**config.mk**
```make
export PLATFORM = sky130hd
export DESIGN_NAME = cpu5_lsu_ctrl_flat
export DESIGN_NICKNAME = d
export VERILOG_FILES = /design/src/rtl/cpu5_lsu_ctrl_pkg.sv /design/src/rtl/cpu5_lsu_ctrl_if.sv /design/src/rtl/cpu5_lsu_ctrl_align.sv /design/src/rtl/cpu5_lsu_ctrl.sv /design/src/flat_wrapper.sv
export SDC_FILE = /design/constraint.sdc
export NUM_CORES = 1
export LEC_CHECK = 0
export BUFFER_PORTS_ARGS = -buffer_cell sky130_fd_sc_hd__buf_2
export CAP_MARGIN = 40
export CORE_MARGIN = 10
export CORE_UTILIZATION = 45
export CTS_CLUSTER_SIZE = 10
export DETAILED_ROUTE_END_ITERATION = 16
export GPL_ROUTABILITY_DRIVEN = 0
export PLACE_DENSITY = 0.81
export SLEW_MARGIN = 20
export SYNTH_ARGS = -nofsm -noshare
export SYNTH_HDL_FRONTEND = slang
export SYNTH_HIERARCHICAL = 1
export SYNTH_SLANG_ARGS = --single-unit
export TNS_END_PERCENT = 5
```
**constraint.sdc**
```tcl
create_clock -name clk -period 3.3 [get_ports clk]
set_input_delay 0.66 -clock clk [delete_from_list [all_inputs] [get_ports clk]]
set_output_delay 0.66 -clock clk [all_outputs]
set_load 0.01 [all_outputs]
```
**src/rtl/cpu5_lsu_ctrl_pkg.sv**
```systemverilog
// cpu5_lsu_ctrl_pkg
// Shared types and constants for the cpu5 load/store unit: FSM state
// encoding, access size, funct3 codes and the alignment helpers used by
// both the sequencer and the lane/extend logic.
package cpu5_lsu_ctrl_pkg;

  typedef enum logic [1:0] {
    LSU_IDLE = 2'd0,
    LSU_REQ  = 2'd1,
    LSU_WAIT = 2'd2,
    LSU_DONE = 2'd3
  } lsu_state_e;

  typedef enum logic [1:0] {
    SZ_BYTE = 2'd0,
    SZ_HALF = 2'd1,
    SZ_WORD = 2'd2
  } lsu_size_e;

  localparam logic [2:0] FUNCT3_LB  = 3'd0;
  localparam logic [2:0] FUNCT3_LH  = 3'd1;
  localparam logic [2:0] FUNCT3_LW  = 3'd2;
  localparam logic [2:0] FUNCT3_LBU = 3'd4;
  localparam logic [2:0] FUNCT3_LHU = 3'd5;
  localparam logic [2:0] FUNCT3_SB  = 3'd0;
  localparam logic [2:0] FUNCT3_SH  = 3'd1;
  localparam logic [2:0] FUNCT3_SW  = 3'd2;

  localparam int LSU_BE_SIZE = 4;

  // funct3[1:0]: 0 byte, 1 half, 2/3 word. funct3[2] only selects zero-extend.
  function automatic lsu_size_e f3_size(input logic [2:0] f3);
    if (f3[1])      return SZ_WORD;
    else if (f3[0]) return SZ_HALF;
    else            return SZ_BYTE;
  endfunction

  function automatic logic is_misaligned(input lsu_size_e sz, input logic [1:0] off);
    case (sz)
      SZ_HALF: return off[0];
      SZ_WORD: return |off;
      default: return 1'b0;
    endcase
  endfunction

endpackage

```
**src/rtl/cpu5_lsu_ctrl_if.sv**
```systemverilog
// cpu5_lsu_ctrl_if
// Data-bus request/grant/response bundle between the LSU (master) and the
// memory side (slave).
//   bus_req/bus_we/bus_addr/bus_be/bus_wdata : request, held until bus_gnt
//   bus_gnt                                  : request accepted this cycle
//   bus_rvalid/bus_rdata                     : read response, full word
interface cpu5_lsu_ctrl_if #(
  parameter int ADDR_W = 32,
  parameter int XLEN   = 32
);
  logic              bus_req;
  logic              bus_we;
  logic [ADDR_W-1:0] bus_addr;
  logic [3:0]        bus_be;
  logic [XLEN-1:0]   bus_wdata;
  logic              bus_gnt;
  logic              bus_rvalid;
  logic [XLEN-1:0]   bus_rdata;

  modport master (
    output bus_req, bus_we, bus_addr, bus_be, bus_wdata,
    input  bus_gnt, bus_rvalid, bus_rdata
  );

  modport slave (
    input  bus_req, bus_we, bus_addr, bus_be, bus_wdata,
    output bus_gnt, bus_rvalid, bus_rdata
  );
endinterface

```
**src/rtl/cpu5_lsu_ctrl_align.sv**
```systemverilog
// cpu5_lsu_align
// Combinational lane logic for the LSU.
//   st_size/st_off/st_wdata -> st_be, st_wdata_rep : store byte enables and
//                                                   lane-replicated data
//   ld_size/ld_zext/ld_off/rdata -> ld_ext         : load lane extract and
//                                                   sign/zero extension
module cpu5_lsu_align
  import cpu5_lsu_ctrl_pkg::*;
(
  input  lsu_size_e   st_size,
  input  logic [1:0]  st_off,
  input  logic [31:0] st_wdata,
  output logic [3:0]  st_be,
  output logic [31:0] st_wdata_rep,
  input  lsu_size_e   ld_size,
  input  logic        ld_zext,
  input  logic [1:0]  ld_off,
  input  logic [31:0] rdata,
  output logic [31:0] ld_ext
);

  logic [31:0] shifted_next;

  always_comb begin
    case (st_size)
      SZ_BYTE: st_be = 4'b0001 << st_off;
      SZ_HALF: st_be = 4'b0011 << {st_off[1], 1'b0};
      default: st_be = 4'b1111;
    endcase
  end

  // Each lane carries the byte that would land there for any legal offset,
  // so the bus side only needs byte enables to pick the target.
  for (genvar gi = 0; gi < LSU_BE_SIZE; gi++) begin : g_lane
    assign st_wdata_rep[8*gi +: 8] =
      (st_size == SZ_BYTE) ? st_wdata[7:0] :
      (st_size == SZ_HALF) ? st_wdata[8*(gi%2) +: 8] :
                             st_wdata[8*gi +: 8];
  end

  assign shifted_next = rdata >> {ld_off, 3'b000};

  always_comb begin
    case (ld_size)
      SZ_BYTE: ld_ext = {{24{~ld_zext & shifted_next[7]}}, shifted_next[7:0]};
      SZ_HALF: ld_ext = {{16{~ld_zext & shifted_next[15]}}, shifted_next[15:0]};
      default: ld_ext = shifted_next;
    endcase
  end

endmodule

```
**src/rtl/cpu5_lsu_ctrl.sv**
```systemverilog
// cpu5_lsu_ctrl
// Load/store sequencer for the cpu5 MEM stage. Accepts one memory op at a
// time, runs it over the request/grant/response bus, stalls the pipeline
// until it finishes and returns extended load data. Misaligned accesses
// never reach the bus; they raise a one-cycle exception strobe instead.
// Ports:
//   clk, resetn                       : clock, async active-low reset
//   mem_valid, memtoreg, memwrite,
//   funct3, addr, wdata, rd, flush    : MEM-stage op and kill
//   stall                             : hold IF..MEM
//   ld_valid, ld_data, ld_rd          : load writeback (one-cycle strobe)
//   excp_misalign, excp_addr          : misaligned-access strobe
//   bus                               : data bus, master side
module cpu5_lsu_ctrl
  import cpu5_lsu_ctrl_pkg::*;
#(
  parameter int ADDR_W = 32,
  parameter int XLEN   = 32
) (
  input  logic              clk,
  input  logic              resetn,
  input  logic              mem_valid,
  input  logic              memtoreg,
  input  logic              memwrite,
  input  logic [2:0]        funct3,
  input  logic [ADDR_W-1:0] addr,
  input  logic [XLEN-1:0]   wdata,
  input  logic [4:0]        rd,
  input  logic              flush,
  output logic              stall,
  output logic              ld_valid,
  output logic [XLEN-1:0]   ld_data,
  output logic [4:0]        ld_rd,
  output logic              excp_misalign,
  output logic [ADDR_W-1:0] excp_addr,
  cpu5_lsu_ctrl_if.master   bus
);

  lsu_state_e  state_reg;
  lsu_size_e   size_reg;
  logic        zext_reg;
  logic [1:0]  off_reg;
  logic        kill_reg;

  lsu_size_e   acc_size;
  logic        memop;
  logic        misal;
  logic [3:0]  st_be;
  logic [31:0] st_wdata_rep;
  logic [31:0] ld_ext;

  assign acc_size = f3_size(funct3);
  assign memop    = mem_valid & (memtoreg | memwrite) & ~flush;
  assign misal    = is_misaligned(acc_size, addr[1:0]);

  // The accepting IDLE cycle must already stall, so this term stays combinational.
  assign stall = (state_reg == LSU_IDLE) ? memop
               : ((state_reg == LSU_REQ) || (state_reg == LSU_WAIT));

  cpu5_lsu_align u_align (
    .st_size      (acc_size),
    .st_off       (addr[1:0]),
    .st_wdata     (wdata),
    .st_be        (st_be),
    .st_wdata_rep (st_wdata_rep),
    .ld_size      (size_reg),
    .ld_zext      (zext_reg),
    .ld_off       (off_reg),
    .rdata        (bus.bus_rdata),
    .ld_ext       (ld_ext)
  );

  always_ff @(posedge clk or negedge resetn) begin
    if (!resetn) begin
      state_reg     <= LSU_IDLE;
      size_reg      <= SZ_BYTE;
      zext_reg      <= 1'b0;
      off_reg       <= 2'b00;
      kill_reg      <= 1'b0;
      bus.bus_req   <= 1'b0;
      bus.bus_we    <= 1'b0;
      bus.bus_addr  <= '0;
      bus.bus_be    <= 4'b0000;
      bus.bus_wdata <= '0;
      ld_valid      <= 1'b0;
      ld_data       <= '0;
      ld_rd         <= 5'd0;
      excp_misalign <= 1'b0;
      excp_addr     <= '0;
    end else begin
      ld_valid      <= 1'b0;
      excp_misalign <= 1'b0;
      case (state_reg)
        LSU_IDLE: begin
          if (memop) begin
            if (misal) begin
              excp_misalign <= 1'b1;
              excp_addr     <= addr;
              state_reg     <= LSU_DONE;
            end else begin
              bus.bus_req   <= 1'b1;
              bus.bus_we    <= memwrite;
              bus.bus_addr  <= {addr[ADDR_W-1:2], 2'b00};
              bus.bus_be    <= st_be;
              bus.bus_wdata <= st_wdata_rep;
              size_reg      <= acc_size;
              zext_reg      <= funct3[2];
              off_reg       <= addr[1:0];
              ld_rd         <= rd;
              kill_reg      <= 1'b0;
              state_reg     <= LSU_REQ;
            end
          end
        end
        LSU_REQ: begin
          // Once granted the transaction must finish; a flush only kills
          // the writeback. Before grant the request can simply be withdrawn.
          if (bus.bus_gnt) begin
            bus.bus_req <= 1'b0;
            kill_reg    <= flush;
            if (bus.bus_we) begin
              state_reg <= LSU_DONE;
            end else if (bus.bus_rvalid) begin
              ld_data   <= ld_ext;
              ld_valid  <= ~flush;
              state_reg <= LSU_DONE;
            end else begin
              state_reg <= LSU_WAIT;
            end
          end else if (flush) begin
            bus.bus_req <= 1'b0;
            state_reg   <= LSU_IDLE;
          end
        end
        LSU_WAIT: begin
          if (flush) kill_reg <= 1'b1;
          if (bus.bus_rvalid) begin
            ld_data   <= ld_ext;
            ld_valid  <= ~(kill_reg | flush);
            state_reg <= LSU_DONE;
          end
        end
        default: begin
          state_reg <= LSU_IDLE;
        end
      endcase
    end
  end

endmodule

```
**src/flat_wrapper.sv**
```systemverilog
// flat-port wrapper written by rule: the top's interface ports become plain ports
module cpu5_lsu_ctrl_flat import cpu5_lsu_ctrl_pkg::*;
#(
  parameter int ADDR_W = 32,
  parameter int XLEN   = 32
)
  (clk, resetn, mem_valid, memtoreg, memwrite, funct3, addr, wdata, rd, flush, stall, ld_valid, ld_data, ld_rd, excp_misalign, excp_addr, bus_bus_req, bus_bus_we, bus_bus_addr, bus_bus_be, bus_bus_wdata, bus_bus_gnt, bus_bus_rvalid, bus_bus_rdata);
  cpu5_lsu_ctrl_if #(.ADDR_W(ADDR_W), .XLEN(XLEN)) bus_i ();
  input  logic clk;
  input  logic resetn;
  input  logic mem_valid;
  input  logic memtoreg;
  input  logic memwrite;
  input  logic [2:0] funct3;
  input  logic [ADDR_W-1:0] addr;
  input  logic [XLEN-1:0] wdata;
  input  logic [4:0] rd;
  input  logic flush;
  output logic stall;
  output logic ld_valid;
  output logic [XLEN-1:0] ld_data;
  output logic [4:0] ld_rd;
  output logic excp_misalign;
  output logic [ADDR_W-1:0] excp_addr;
  output wire logic [$bits(bus_i.bus_req)-1:0] bus_bus_req;
  output wire logic [$bits(bus_i.bus_we)-1:0] bus_bus_we;
  output wire logic [$bits(bus_i.bus_addr)-1:0] bus_bus_addr;
  output wire logic [$bits(bus_i.bus_be)-1:0] bus_bus_be;
  output wire logic [$bits(bus_i.bus_wdata)-1:0] bus_bus_wdata;
  input wire logic [$bits(bus_i.bus_gnt)-1:0] bus_bus_gnt;
  input wire logic [$bits(bus_i.bus_rvalid)-1:0] bus_bus_rvalid;
  input wire logic [$bits(bus_i.bus_rdata)-1:0] bus_bus_rdata;
  assign bus_bus_req = bus_i.bus_req;
  assign bus_bus_we = bus_i.bus_we;
  assign bus_bus_addr = bus_i.bus_addr;
  assign bus_bus_be = bus_i.bus_be;
  assign bus_bus_wdata = bus_i.bus_wdata;
  assign bus_i.bus_gnt = bus_bus_gnt;
  assign bus_i.bus_rvalid = bus_bus_rvalid;
  assign bus_i.bus_rdata = bus_bus_rdata;
  cpu5_lsu_ctrl #(.ADDR_W(ADDR_W), .XLEN(XLEN)) u_core (.clk(clk), .resetn(resetn), .mem_valid(mem_valid), .memtoreg(memtoreg), .memwrite(memwrite), .funct3(funct3), .addr(addr), .wdata(wdata), .rd(rd), .flush(flush), .stall(stall), .ld_valid(ld_valid), .ld_data(ld_data), .ld_rd(ld_rd), .excp_misalign(excp_misalign), .excp_addr(excp_addr), .bus(bus_i));
endmodule
```
==> impl_metrics.yaml, run 1 <==
detailed_routing:
  dr.pass1.iters: 4
  routed_via_density: 5.01
  wirelength_um: 18800
  routedWlPerCell_um: 18.9
  drcViolationCount: 0
  vias: 4960
  drt_iter0_drc: 193
  drtAntennaViolNets: 0
setup_path:
  worst_setup_path_end_kind: "output port"
  critPathMaxFanout: 8
  start_kind: "register"
  cp.arrival_ps: 1770
  crit_chain: "inv_1 -> ha_1 -> mux2_2 -> buf_2"
  cp.required_ps: 2640
  reg2regPathDepth: 5
  critPathMaxStageDelay_ps: 410
  crit_type: "register to output port"
  slowest_stage: "dfrtp_1"
run_status:
  outcome: "completed"
sta:
  holdWs_ps: 232
  min_period_ps: 2430
  setup_viol: 0
  fmax_mhz: 412
  slew_headroom_pct: 49.4
  fin_ws_ps: 872
  worstMarginPinSlew_ps: 757
  hold_viol: 0
  fin_tns_setup_ps: 0
  finalCritPeriodShare_pct: 73.6
  rsz0062_at_grt: "no"
  skew_ps: 6.95
  finalMaxSlewViolations: 0
yosys:
  yosysTopAreaCellShare_pct: 51.5
  synthArstFlopShare_pct: 100
  yosys.area.top_type: "dfrtp_1"
  synth_common_cells: "dfrtp_1, mux2_2, mux2_4"
  syn_area_um2: 7140
  ys.flop_type: "dfrtp_1"
  syn_avg_cell_area_um2: 13.7
  synth_cells: 521
  synth.ff_latch_count: 147
  yosys.cell_count.top_type: "dfrtp_1"
  synth_area_leaders: "dfrtp_1, mux2_2, mux2_4, mux2i_1, buf_4"
  ys_seq_area_share_pct: 51.5
  ys_types: 40
  ys_warn_count: 6
  synth_edf_count: 0
placed_design:
  post_dp_cell_area_um2: 8480
  io_buffers: 251
  dp_slack_ps: 804
  dpl.hpwl_um: 14200
cts:
  holdBufCountCts: 0
  numCtsBuffers: 17
  ctsResizeCount: 0
  htree_levels: 4
  clock_path_buffers: 2
  clock-sinks: 147
  clk_latency_ps: 410
  cts_setup_buffers: 0
  path_clk_slew_ps: 60
  ctsRootBufferMaster: "clkbuf_16"
  tritoncts: "done"
floorplanning:
  die_w_um: 146
  rows: 46
  die_height_um: 146
  ioPinCount: 254
  dieArea_um2: 21300
  coreArea_um2: 15700
  start_util_pct: 45.5
job:
  cap_violations: 0
global_routing:
  track_usage_pct: 17.7
  grt_pass1_vias: 5552
  grt_max_degree: 65
  grt_overflow: 0
  grt_pass1_wl_um: 30700
  antenna_found_initial: 0
finish:
  drive_gt1_share_pct: 59.7
  fin_nets: 878
  multiInputGateArea_um2: 3140
  nFillCells: 1332
  final-seq-area_um2: 3680
  final_cell_area_um2: 9070
  top_regs: "u_core/bus.bus_wdata (32), u_core/excp_addr (32), u_core/ld_data (32)"
  area.growth.synth_to_final_pct: 26.9
  n_antenna_cell: 0
power_and_ir_drop:
  peakVddDrop_uv: 474
  p_leak_nw: 4.60
  p_per_area_nw_per_um2: 981
  finalPower_mw: 8.90
worst_hold_path:
  hp-class: "primary input to async pin"
==> layout make-up <==
cell class,count,area share (%)
inverter,8,0.331
clock inverter,14,1.70
timing repair buffer,261,15.0
clock buffer,18,4.73
tap,216,2.98
multi-input combinational,327,34.7
sequential,147,40.6
==> routing by layer <==
| metal | up-vias | part of all wire, % | global-route usage (%) |
|---|---|---|---|
| met4 | 0 | 1.7 | 5.86 |
| met2 | 171 | 50 | 29.8 |
| met5 | - | 0 | 0 |
| met3 | 24 | 7.6 | 6.37 |
| li1 | 2321 | - | - |
| met1 | 2444 | 41 | 20.5 |
==> report_power, final <==
group	leakage, nW	internal [mW]	switching, mW
Combinational	2.53	1.96	1.82
Clock	0.277	1.12	0.773
Sequential	1.79	2.69	0.527
==> cell usage in the layout, fill, tap and decap left out, types with 4 or more instances in the layout <==
cell and instances:
buf_4 8, clkbuf_16 17, nor2_1 22, mux2_4 59, mux2_2 100, a21oi_1 11, o21ai_0 14, ha_1 4
clkinv_4 4, inv_1 8, a211oi_1 14, mux2i_1 29, o21bai_1 4, buf_2 250, dfrtp_1 147, nor2b_1 12
nand2_1 27
==> worst max-delay path: cells and delay by family, from the launching register on <==
kind                     cells  cell delay [ps]
adder cells (fa/ha/maj)      1              340
buffers and inverters        2              250
flip-flops                   1              410
multiplexers                 1              370
==> worst paths after layout <==
path | startpoint | to | slack, ps
worst max-delay path | u_core/state_reg[1] | stall | 870
worst min-delay path | resetn | u_core/excp_addr[21] | 230
max in group asynchronous | resetn | u_core/bus.bus_addr[18] | 2310
worst max register to register | u_core/off_reg[0] | u_core/ld_data[22] | 1180
min in group clk | rd[2] | u_core/ld_rd[2] | 480
worst min register to register | u_core/bus.bus_wdata[31] | u_core/bus.bus_wdata[31] | 500
==> logic make-up after synthesis <==
logic type                 count (synthesis)  share of synthesized area, %
muxes                                    189                          32.4
DFF                                      147                          51.5
and+or+nand+nor                           74                          4.96
AOI/OAI and AO/OA                         58                          5.55
buffers and inverters                     48                          4.87
adders and majority gates                  4                         0.701
other                                      1                        0.0525
==> stage by stage <==
step,utilization [%],instances
after floorplan,-,522
after global placement,54.0,959
after detailed placement,54.0,959
after CTS,57.7,991
after global routing,57.7,991
final,57.7,991
Power figures use the tool's default switching activity.
==> run 2, diff against run 1 <==
clock period = 2.35 ns   (was 3.3 ns; I/O delays follow)
==> impl_metrics.yaml, run 2 (synthesis gave the netlist of run 1 again) <==
run_status:
  outcome: "completed"
cts:
  ctsRootBufferMaster: "clkbuf_16"
  cts_setup_buffers: 0
  numCtsBuffers: 17
  clock-sinks: 147
  clk_latency_ps: 410
  path_clk_slew_ps: 60
  htree_levels: 4
  tritoncts: "done"
  clock_path_buffers: 2
sta:
  fin_tns_setup_ps: 0
  rsz0062_at_grt: "no"
  hold_viol: 0
  slew_headroom_pct: 64.1
  skew_ps: 7.24
  fin_ws_ps: 182
  min_period_ps: 2170
  worstMarginPinSlew_ps: 539
  setup_viol: 0
  fmax_mhz: 461
  finalMaxSlewViolations: 0
  finalCritPeriodShare_pct: 92.3
worst_hold_path:
  min_from: "rd[2]"
  min_to: "u_core/ld_rd[2]"
  hp-class: "primary input to register"
  holdPathStages: 2
finish:
  layout_commonest_cell: "buf_2"
  area.growth.synth_to_final_pct: 28.1
  fin_nets: 885
  layout_common_cells: "buf_2, dfrtp_1, mux2_2"
  drive_gt1_share_pct: 60.0
  top_regs: "u_core/bus.bus_wdata (32), u_core/excp_addr (32), u_core/ld_data (32)"
global_routing:
  grt_pass1_vias: 5628
  grt_max_degree: 56
  grt_pass1_wl_um: 29800
  antenna_found_initial: 1
  grt_overflow: 0
  track_usage_pct: 17.3
floorplanning:
  dieArea_um2: 21300
  start_util_pct: 45.5
  rows: 46
  die_w_um: 146
  die_height_um: 146
  coreArea_um2: 15700
  ioPinCount: 254
detailed_routing:
  drtAntennaViolNets: 0
  routedWlPerCell_um: 18.9
  routed_via_density: 5.00
  wirelength_um: 18800
  drcViolationCount: 0
  vias: 4985
  drt_iter0_drc: 175
  dr.pass1.iters: 5
setup_path:
  r2r_setup_slack_ps: 480
  worst_setup_path_end_kind: "output port"
  cp.arrival_ps: 1700
  reg2regPathDepth: 7
  cp.required_ps: 1880
  critPathMaxFanout: 8
  crit_type: "register to output port"
  start_kind: "register"
  worstReg2RegEnd: "u_core/ld_data[6]"
  startpoint: "u_core/state_reg[0]"
  r2r_start: "u_core/state_reg[1]"
power_and_ir_drop:
  p_leak_nw: 4.64
  peakVddDrop_uv: 620
  finalPower_mw: 12.6
  p_per_area_nw_per_um2: 1370
placed_design:
  io_buffers: 251
  dpl.hpwl_um: 14300
  dp_slack_ps: 341
job:
  cap_violations: 0
[run 2: cell type report]
type | instances | area, um2
Fill cell | 1309 | 6560
Sequential cell | 147 | 3680
Multi-Input combinational cell | 327 | 3140
Timing Repair Buffer | 268 | 1460
Clock buffer | 19 | 443
Tap cell | 216 | 270
Clock inverter | 11 | 130
Inverter | 8 | 30.0
Antenna cell | 1 | 2.50
[run 2: power breakdown]
part	total, mW	internal, mW	switching [mW]
Clock	2.64	1.59	1.05
Sequential	4.50	3.78	0.721
Combinational	5.43	2.83	2.60
[run 2: timing repair]
action	CTS	global route
hold endpoints to repair	38	0
hold buffers	1	0
endpoints found under the setup margin	0	1
gates resized for setup	0	1
[run 2: worst max-delay path by stage]
| stage | cells past startpoint | to | slack (ps) |
|---|---|---|---|
| after CTS | 4 | stall | 60 |
| after global placement | 6 | u_core/excp_addr[11] | 400 |
| final | 4 | stall | 180 |
| after floorplan | 8 | u_core/ld_data[10] | 570 |
| after global routing | 4 | stall | 70 |
| after detailed placement | 6 | u_core/excp_addr[11] | 340 |
[run 2: critical path, stage by stage, from the launching register on]
cell	delay, ps
dfrtp_1	410
inv_1	100
ha_2	290
mux2_2	350
buf_2	150
[run 2: layer usage]
metal | share of wire, % | vias to the layer above | wire, um | track usage, %
met3 | 7.9 | 26 | 1480 | 6.90
met2 | 50 | 172 | 9460 | 29.6
li1 | - | 2331 | - | -
met1 | 40 | 2456 | 7490 | 18.9
met4 | 2.0 | 0 | 367 | 6.46
met5 | 0 | - | 0 | 0
[run 2: through the flow]
| step | std cells | hold slack (ps) | cell area (um2) | util, % |
|---|---|---|---|---|
| finish | 997 | 291 | 9150 | 58.3 |
| global route | 997 | 264 | 9150 | 58.3 |
| CTS | 996 | 261 | 9150 | 58.2 |
| detailed placement | 965 | 425 | 8570 | 54.5 |
| global placement | 965 | 427 | 8570 | 54.5 |
| floorplan | 522 | 174 | 7150 | - |
